$ cat src/rtl/bsk_prd_bus_master.sv
// BSK PRD host bus initiator: turns single-word read/write requests into
// timed CS/address/strobe cycles and returns read data with a done pulse.
module bsk_prd_bus_master #(
  parameter logic [3:0]  CS         = 4'b1011,
  parameter logic [3:0]  CS_IDLE    = 4'b0000,
  parameter int unsigned SETUP_CYC  = 1,
  parameter int unsigned STROBE_CYC = 2,
  parameter int unsigned HOLD_CYC   = 1
) (
  input  logic        clk,
  input  logic        iRes,
  input  logic        iReq,
  input  logic        iWe,
  input  logic [1:0]  iAddr,
  input  logic [15:0] iWData,
  output logic        oBusy,
  output logic        oDone,
  output logic [15:0] oRData,
  output logic [3:0]  oCS,
  output logic [1:0]  oA,
  output logic        oRd,
  output logic        oWr,
  output logic [15:0] oDOut,
  output logic        oDOe,
  input  logic [15:0] iDIn
);

  // Zero-length phases are stretched to one clock.
  localparam int unsigned SetupEff  = (SETUP_CYC  == 0) ? 1 : SETUP_CYC;
  localparam int unsigned StrobeEff = (STROBE_CYC == 0) ? 1 : STROBE_CYC;
  localparam int unsigned HoldEff   = (HOLD_CYC   == 0) ? 1 : HOLD_CYC;
  localparam logic [3:0]  SetupLoad  = 4'(SetupEff - 1);
  localparam logic [3:0]  StrobeLoad = 4'(StrobeEff - 1);
  localparam logic [3:0]  HoldLoad   = 4'(HoldEff - 1);

  typedef enum logic [1:0] {IDLE, SETUP, STROBE, HOLD} state_t;

  state_t     state;
  logic [3:0] phaseCnt;
  logic       isWrite;

  always_ff @(posedge clk or posedge iRes) begin
    if (iRes) begin
      state    <= IDLE;
      phaseCnt <= 4'd0;
      isWrite  <= 1'b0;
      oCS      <= CS_IDLE;
      oA       <= 2'd0;
      oRd      <= 1'b1;
      oWr      <= 1'b1;
      oDOe     <= 1'b0;
      oDOut    <= 16'h0000;
      oRData   <= 16'h0000;
      oBusy    <= 1'b0;
      oDone    <= 1'b0;
    end else begin
      oDone <= 1'b0;
      case (state)
        IDLE: begin
          if (iReq) begin
            state    <= SETUP;
            phaseCnt <= SetupLoad;
            isWrite  <= iWe;
            oCS      <= CS;
            oA       <= iAddr;
            oBusy    <= 1'b1;
            oDOe     <= iWe;
            oDOut    <= iWe ? iWData : 16'h0000;
          end
        end
        SETUP: begin
          if (phaseCnt == 4'd0) begin
            state    <= STROBE;
            phaseCnt <= StrobeLoad;
            oRd      <= isWrite;
            oWr      <= ~isWrite;
          end else begin
            phaseCnt <= phaseCnt - 4'd1;
          end
        end
        STROBE: begin
          // Read data is taken on the edge that releases the strobe.
          if (phaseCnt == 4'd0) begin
            state    <= HOLD;
            phaseCnt <= HoldLoad;
            oRd      <= 1'b1;
            oWr      <= 1'b1;
            if (!isWrite) oRData <= iDIn;
          end else begin
            phaseCnt <= phaseCnt - 4'd1;
          end
        end
        HOLD: begin
          if (phaseCnt == 4'd0) begin
            state <= IDLE;
            oCS   <= CS_IDLE;
            oDOe  <= 1'b0;
            oBusy <= 1'b0;
            oDone <= 1'b1;
          end else begin
            phaseCnt <= phaseCnt - 4'd1;
          end
        end
        default: state <= IDLE;
      endcase
    end
  end

endmodule
$ cat config.mk
export PLATFORM = sky130hd
export DESIGN_NAME = bsk_prd_bus_master
export DESIGN_NICKNAME = d
export VERILOG_FILES = /design/src/rtl/bsk_prd_bus_master.sv
export SDC_FILE = /design/constraint.sdc
export NUM_CORES = 1
export LEC_CHECK = 0
export CORE_ASPECT_RATIO = 0.6
export CORE_UTILIZATION = 25
export CTS_CLUSTER_DIAMETER = 40
export DETAILED_ROUTE_END_ITERATION = 12
export PLACE_DENSITY = 0.47
export SYNTH_ARGS = -nofsm -noshare
export SYNTH_HDL_FRONTEND = slang
export SYNTH_SLANG_ARGS = --single-unit
export TNS_END_PERCENT = 100
$ cat constraint.sdc
create_clock -name clk -period 3.09 [get_ports clk]
set_input_delay 0.7725 -clock clk [delete_from_list [all_inputs] [get_ports clk]]
set_output_delay 0.7725 -clock clk [all_outputs]
set_load 0.005 [all_outputs]
### Yosys cells after proc, flatten, opt, wreduce, memory -nomap -nowiden

Cells that the tools add are included.

* memories kept: 0
* logic and storage cells: 58
* register bits after elaboration: 50
* bits in writable memories: 0
* output and inout bits: 43
* ROM bits: 0
* bits in latches: 0
* input bits: 38

* reduce and logical (&&, ||, !) cells: 10
* $add $sub $neg: 1
* shift-type cells: 0
* eq/ne operators: 8
* multipliers: 0
* magnitude comparators: 0
* multiplexer cells: 26
* div/mod/pow operators: 0
* bitwise logic cells: 1

Operators with widths (count)
* 2-to-1 mux 4 bit: 6
* 2-to-1 mux 16 bit: 1
* one-hot mux 4 bit (4 select lines): 1
* inequality test 2 bit, second input constant: 5
* AND reduction 3 bit: 3
* 2-to-1 mux 1 bit: 8
* 2-to-1 mux 2 bit: 4
* one-hot mux 1 bit (2 select lines): 4
* one-hot mux 2 bit (4 select lines): 1
* one-hot mux 4 bit (2 select lines): 1
* == test 2 bit, second input constant: 2
* zero test 4 bit: 1
* AND reduction 2 bit: 2
* AND reduction 4 bit: 1
* nonzero test 2 bit: 2
* subtractor 4 x 1 -> 4 bit, second input constant: 1
* == test 2 x 1 -> 1 bit, second input constant: 1
* zero test 2 bit: 1
* NOT 1 bit: 1

### Depth between registers and ports, before layout

Gate-level depths: netlist of run 1.

* depth in word-level cells: 3
* depth in mapped cells: 7
* mapped depth without buffers: 5

### Worst setup path before layout of run 1

Ideal clock, no wire load.

* path type: register -> register
* start: reg state[0]
* end: reg state[1]
* data arrival time: 1667 ps
* setup time: 125 ps
* data required time: 2965 ps
* cell stages (with the launch flop): 7
* clock period less this slack: 1791 ps
* setup slack: 1299 ps
* path buffers: 1
* cells stage by stage: dfrtp_1 > inv_1 > ha_1 > buf_2 > or3_1 > a21boi_1 > mux2_2

* cells in the longest elaborated chain, start to end: 3
* elaborated cells on any way between the ends: 10
* classes of those cells: eq/ne (7); mux (1); reduce/logical (2)

Ends and longest elaborated chain
* start, declared: RTL line 38 `state_t state;`
* start signal, assigned: RTL line 44 `state <= IDLE;`
* start signal, assigned: RTL line 61 `state <= SETUP;`
* start signal, assigned: RTL line 73 `state <= STROBE;`
* == test 2 x 1 -> 1 bit (tied with other cells): RTL line 58 `case (state)`
* inequality test 2 bit (no source line)
* AND reduction 4 bit (no source line)

Several ways; a longest one is shown, not always the timed one.
A chain may end at the register's enable or synchronous reset.

### Worst setup path in the final report of run 1

* start: in iReq
* end: reg oDOut[1]

* cells in the longest elaborated chain, start to end: 1

Ends and longest elaborated chain
* start, declared: RTL line 12 `input logic iReq,`
* AND reduction 2 bit (no source line)
* end signal, assigned: RTL line 68 `oDOut <= iWe ? iWData : 16'h0000;`
* end, declared: RTL line 23 `output logic [15:0] oDOut,`

Every way passes these cells.

==> results of run 1 <==
[Yosys cell counts, types with 2 or more instances]
library cell  count  share of area
clkbuf_1          7          0.013
ha_1              6          0.036
dfrtp_1          44           0.53
dfstp_2           2          0.025
o22ai_1           2         0.0060
a31oi_1           3         0.0090
o22a_1            2         0.0084
o21ai_0          18          0.043
mux2_2           10          0.054
nor2b_1           2         0.0060
mux2_4           10          0.072
buf_4             4          0.014
nand2_1          37          0.066
nor2_1            4         0.0072
inv_1             9          0.016
nor3_1            2         0.0048
[layout by cell type, fill, tap and decap left out, drive strengths merged, types with 2 or more instances in the layout]
cell,n
nor2b,2
dfstp,2
ha,6
o21ai,18
inv,9
nand2,37
o22a,2
nor3,2
dfrtp,44
mux2,20
clkdlybuf4s50,79
nor2,4
nand3,2
o22ai,2
a31oi,3
buf,2
clkbuf,7
[cells by family (layout without fill, tap and decap cells)]
group                      after synthesis  count (layout)  share of synthesized area
other                                    1               1                   0.001789
and+or+nand+nor                         54              54                     0.1272
buffers and inverters                   22              98                    0.05075
DFF                                     46              46                     0.5504
adders and majority gates                6               6                    0.03582
muxes                                   21              21                     0.1301
AOI/OAI and AO/OA                       33              33                    0.09971
xor gates and xnor gates                 1               1                   0.004180
[through the flow]
| step | cells | setup slack [ns] |
|---|---|---|
| 3_3_place_gp | 360 | 0.6515 |
| 4_1_cts | 368 | 0.8767 |
| 2_1_floorplan | 184 | 1.233 |
| 6_report | 368 | 0.8950 |
| 3_5_place_dp | 360 | 0.5936 |
| 5_1_grt | 368 | 0.7483 |
[sequential cells by signal, summed over array words and instances (netlist names)]
signal / count
oDOut: 16
oRData: 16
phaseCnt: 4
oA: 2
state: 2
isWrite: 1
oCS: 1
oDOe: 1
oDone: 1
oRd: 1
oWr: 1
[tightest hold or removal path: stages (launching register included)]
cell     delay (ns)
dfrtp_1        0.34
nand2_1        0.04
o21ai_0        0.06
[worst min path at each step]
stage,slack (ns),from,endpoint
2_1_floorplan,0.47,oDOut[0],oDOut[0]
3_3_place_gp,0.46,oDOut[4],oDOut[4]
3_5_place_dp,0.47,oDOut[7],oDOut[7]
4_1_cts,0.48,oDOut[7],oDOut[7]
5_1_grt,0.51,oDOut[7],oDOut[7]
6_report,0.47,oDOut[7],oDOut[7]
[routing by layer]
metal  track usage  wire length [um]
met5             0                 0
met4       0.02500                17
met3       0.06016               528
met2        0.1488              1847
met1        0.1581              2424
[final cells by class]
type / count / area [um^2] / area share
Clock buffer: 7 / 142.6 / 0.04584
Clock inverter: 1 / 5.005 / 0.001608
Inverter: 9 / 33.78 / 0.01086
Multi-Input combinational cell: 116 / 835.8 / 0.2686
Sequential cell: 46 / 1154 / 0.3707
Tap cell: 108 / 135.1 / 0.04343
Timing Repair Buffer: 81 / 805.8 / 0.2589
[power breakdown]
| group | internal (mW) | switching, mW |
|---|---|---|
| sequential | 0.904 | 0.183 |
| clock | 0.321 | 0.216 |
| combinational | 0.913 | 0.546 |
==> impl_results.md, run 1 <==
- DP Area: 2964 um^2
- Filler cells: 823
- GP Congestion: 0.7419
- PostCTS Resize Cnt: 0
- Worst Path Max Fanout: 22
- Vias per cell: 4.168
- Worst-skew pair later-pin latency: 0.28 ns
- Rows: 25
- Fraction of layout cells with a size suffix above 1: 0.1423
- Overflow after GRT: 0
- Final Hold Fails: 0
- Clock Tree Root: clkbuf_16
- Post-DP HPWL: 3487 um
- Crit-path slowest cell: clkdlybuf4s50_1
- Detailed-route via count: 1,534
- Total wire length: 4818 um
- Syn_area_per_cell: 11.39 um^2
- F_max: 0.4556 GHz
- RR Endpoint: oRData[1]
- Max cap viols: 0
- Final Core Density: 0.3886
- Worst Setup SP: iReq
- WP data arrival: 2.35 ns
- Mapped cell area: 2096 um^2
- Top FF cell, synth: dfrtp_1
- # hold bufs at CTS: 0
- TritonCTS clock tree: built
- Wire length of the first global-routing pass: 7645 um
- Worst hold slack: 0.4746 ns
- Initial Util: 0.2617
- Crit path capture: oDOut[1]
- Maximum VDD drop: 0.3651 mV
- Ant diodes: 0
- WS Path Type: in -> reg
- R2r worst-path depth: 5
- Clock buffer depth: 2
- Post-synth ARST share: 1.000
- CP delay by family, top: buffers and inverters
- Die Area: 8765 um^2
- Post-synthesis register bit count: 46
- Buf/Inv on CP: 2
- Synth warnings: 0
- Synthesized Nets: 228
- CP Launch Type: input pin
- Vias in the first global route: 1,509
- Distinct cells, synth: 38
- Final cycle utilization of the critical path: 0.7103
- Die Wd: 120.2 um
- PwrDens: 990.6 nW/um^2
- Final Critical Period: 2.195 ns
- # IOs: 81
- Pwr Total: 3.083 mW
- Worst min path class: reg -> reg
- Final ANT Viol Nets: 0
- H-tree depth: 2
- CTS clock-pin slew for the worst setup and hold paths: 0.06 ns
- WHS Path Cells: 2
- Clk sink count: 46
- Worst path cell trace: clkdlybuf4s50_1 -> nand2_1 -> buf_4 -> nand2_1 -> o21ai_0
- Max incr delay on CP: 0.62 ns
- Routed len/inst: 13.09 um
- # DRC: 0
- Final instance area: 3112 um^2
- 1st-iter DRT viols: 54
- CP most frequent cell: nand2_1
- Die Y: 72.92 um
- Post-synthesis instance total: 184
- Reg2Reg Setup Slack: 1.05 ns
- Critical path depth: 5
- Status: finished, final reports clean
- DRT Pass-1 Iters: 4
- Final Max Slew Viols: 0
- Port bufs: 79
- Setup bufs post-CTS: 0
- CORE AREA: 8008 um^2
- Worst Path Required: 3.25 ns
- Final setup vio count: 0
- Leakage: 1.362 nW
- Layout area overhead: 48.48%
- Fin Setup TNS: 0 ns
- Worst slew pin tran: 0.6449 ns
- Register area share after synthesis: 0.5504
- FF-to-FF Start: phaseCnt[0]
- Clock Skew: 0.005923 ns
- Cts bufs inserted: 5
- Post-synth EDFFs: 0
- Initial antenna violation count: 0
- Largest net degree at the start of global routing: 47
- RSZ-0062 raised after global routing: false
- Crit. End Element: flop
- Nets: 303
- Rel. slew slack: 0.5690
- GRT Total Usage: 0.1125
(Power assumes the default switching activity.)
==> run 2: changes to the inputs <==
PLACE_DENSITY = 0.48   (was 0.47)
clock period = 1.8 ns   (was 3.09 ns; I/O delays follow)
==> impl_results.md, run 2 (synthesized netlist as in run 1, its figures left out) <==
- Comb pwr share: 0.505 (+0.032)
- F_max: 0.5698 GHz
- Routed len/inst: 13.18 um (+0.69%)
- # DRC: 0 (unchanged)
- CORE AREA: 8008 um^2 (unchanged)
- Initial Util: 0.2617 (unchanged)
- RSZ-0062 raised after global routing: false
- Filler cells: 793 (-3.6%)
- CTS clock-pin slew for the worst setup and hold paths: 0.06 ns (about the same)
- CP Launch Type: flop
- Clock Power Share: 0.165 (-0.009)
- Leakage: 1.485 nW (+9.1%)
- TritonCTS clock tree: built
- Vias in the first global route: 1,594 (+5.6%)
- Max cap viols: 0 (unchanged)
- # hold bufs at CTS: 0 (unchanged)
- Clock Skew: 0.002476 ns (-0.003447 ns)
- Die Y: 72.92 um (unchanged)
- Detailed-route via count: 1,625 (+5.9%)
- 1st-iter DRT viols: 36 (-33%)
- GP Congestion: 0.8300 (+12%)
- Most frequent cells in the layout: clkdlybuf4s50_1, dfrtp_1, nand2_1, buf_4, o21ai_0
- Worst-skew pair later-pin latency: 0.29 ns (about the same)
- Port bufs: 79 (unchanged)
- Post-DP HPWL: 3762 um (+7.9%)
- Clock buffer depth: 2 (unchanged)
- Crit. End Element: flop
- Rows: 25 (unchanged)
- Cts bufs inserted: 5 (unchanged)
- Final cycle utilization of the critical path: 0.9750
- H-tree depth: 2 (unchanged)
- Initial antenna violation count: 0 (unchanged)
- Final Hold Fails: 0 (unchanged)
- Final setup vio count: 0 (unchanged)
- P_int: 3.939 mW (+84%)
- Worst Path Max Fanout: 4 (-82%)
- DRT Pass-1 Iters: 4 (unchanged)
- Final Max Slew Viols: 0 (unchanged)
- Nets: 323 (+6.6%)
- Wire length of the first global-routing pass: 8162 um (+6.8%)
- Final Core Density: 0.4155 (+0.02687)
- Flop pwr share: 0.330 (-0.023)
- Clock Tree Root: clkbuf_16
- WP data arrival: 1.93 ns (-0.42 ns)
- Die Wd: 120.2 um (unchanged)
- WS Path Type: reg -> reg
- GRT Total Usage: 0.1228 (+0.01026)
- Switch share: 0.3045 (-0.001866)
- PwrDens: 1702 nW/um^2 (+72%)
- Pwr Total: 5.663 mW (+84%)
- Fin Setup TNS: 0 ns (unchanged)
- # IOs: 81 (unchanged)
- Vias per cell: 4.188 (+0.47%)
- Layout area overhead: 58.75%
- Ant diodes: 0 (unchanged)
- Final ANT Viol Nets: 0 (unchanged)
- Worst min path class: in -> async
- Total wire length: 5115 um (+6.2%)
- Clk sink count: 46 (unchanged)
- Fraction of layout cells with a size suffix above 1: 0.2286 (+0.08626)
- Final Critical Period: 1.755 ns
- Most common cell after layout, fill and taps aside: clkdlybuf4s50_1
- Worst Path Required: 1.98 ns (-1.27 ns)
- Maximum VDD drop: 0.7178 mV (+97%)
- Die Area: 8765 um^2 (unchanged)
- Largest net degree at the start of global routing: 31 (-34%)
- Status: finished, final reports clean
- Overflow after GRT: 0 (unchanged)
- Sw Pwr: 1.724 mW (+83%)
- Largest regs: oDOut: 16 flops, oRData: 16 flops, phaseCnt: 4 flops
[run 2: cell types whose count changed in the layout (fill, tap and decap cells not counted), sizes merged]
| cell | delta |
|---|---|
| buf | +20 |
| clkbuf | -1 |
| clkdlybuf4s50 | -1 |
| clkinvlp | +1 |
| dlymetal6s2s | +1 |
[run 2: per-stage QoR]
| step | cell area, um^2 | setup slack, ns | cells | hold WS [ns] |
|---|---|---|---|---|
| 2_1_floorplan | 2096 | 0.008795 | 184 | 0.4733 |
| 3_3_place_gp | 3107 | 0.01996 | 374 | 0.4628 |
| 3_5_place_dp | 3107 | 0.0008650 | 374 | 0.4728 |
| 4_1_cts | 3262 | 0.006804 | 382 | 0.3907 |
| 5_1_grt | 3327 | 0.002205 | 388 | 0.4021 |
| 6_report | 3327 | 0.04493 | 388 | 0.3929 |
[run 2: worst paths after layout]
path | startpoint | endpoint | slack (ns) | cells past startpoint
min in group clk | oDOut[5] | oDOut[5] | 0.48 | 2
worst max register to register | phaseCnt[1] | phaseCnt[0] | 0.04 | 5
worst max-delay path | phaseCnt[1] | phaseCnt[0] | 0.04 | 5
worst min-delay path | iRes | oA[0] | 0.39 | 2
worst min register to register | oDOut[5] | oDOut[5] | 0.48 | 2
max in group asynchronous | iRes | oRData[12] | 0.96 | 3
[run 2: timing repair]
action	in CTS	in global routing
buffers inserted	0	6
endpoints found under the setup margin	1	4
pin swaps	0	2
gates resized for setup	1	7
[run 2: metal layers]
metal	routed length, um	up-vias	GRT usage
met4	65	0	0.04583
met2	1979	58	0.1686
met5	0	-	0
met3	502	8	0.05703
met1	2567	753	0.1667
li1	-	806	-
[run 2: final cells by class]
type	instances	area, um^2	area share
Multi-Input combinational cell	116	857.1	0.2576
Timing Repair Buffer	101	996.0	0.2994
Clock inverter	2	12.51	0.003761
Sequential cell	46	1154	0.3467
Tap cell	108	135.1	0.04062
Inverter	9	33.78	0.01015
Clock buffer	6	138.9	0.04174
[run 2: worst max-delay path, stage by stage, from the launching register on]
cell	delay (ns)
dfrtp_1	0.40
inv_2	0.10
ha_4	0.14
or3b_4	0.40
a311o_1	0.36
a32o_1	0.25
[run 2: power by group through the flow]
stage          Clock [mW]  Sequential, mW  Combinational, mW
2_1_floorplan           0            1.87               1.31
3_3_place_gp            0            1.87               2.74
3_5_place_dp            0            1.88               2.74
4_1_cts             0.977            1.87               2.76
5_1_grt              1.01            1.95               3.11
6_report            0.932            1.87               2.86
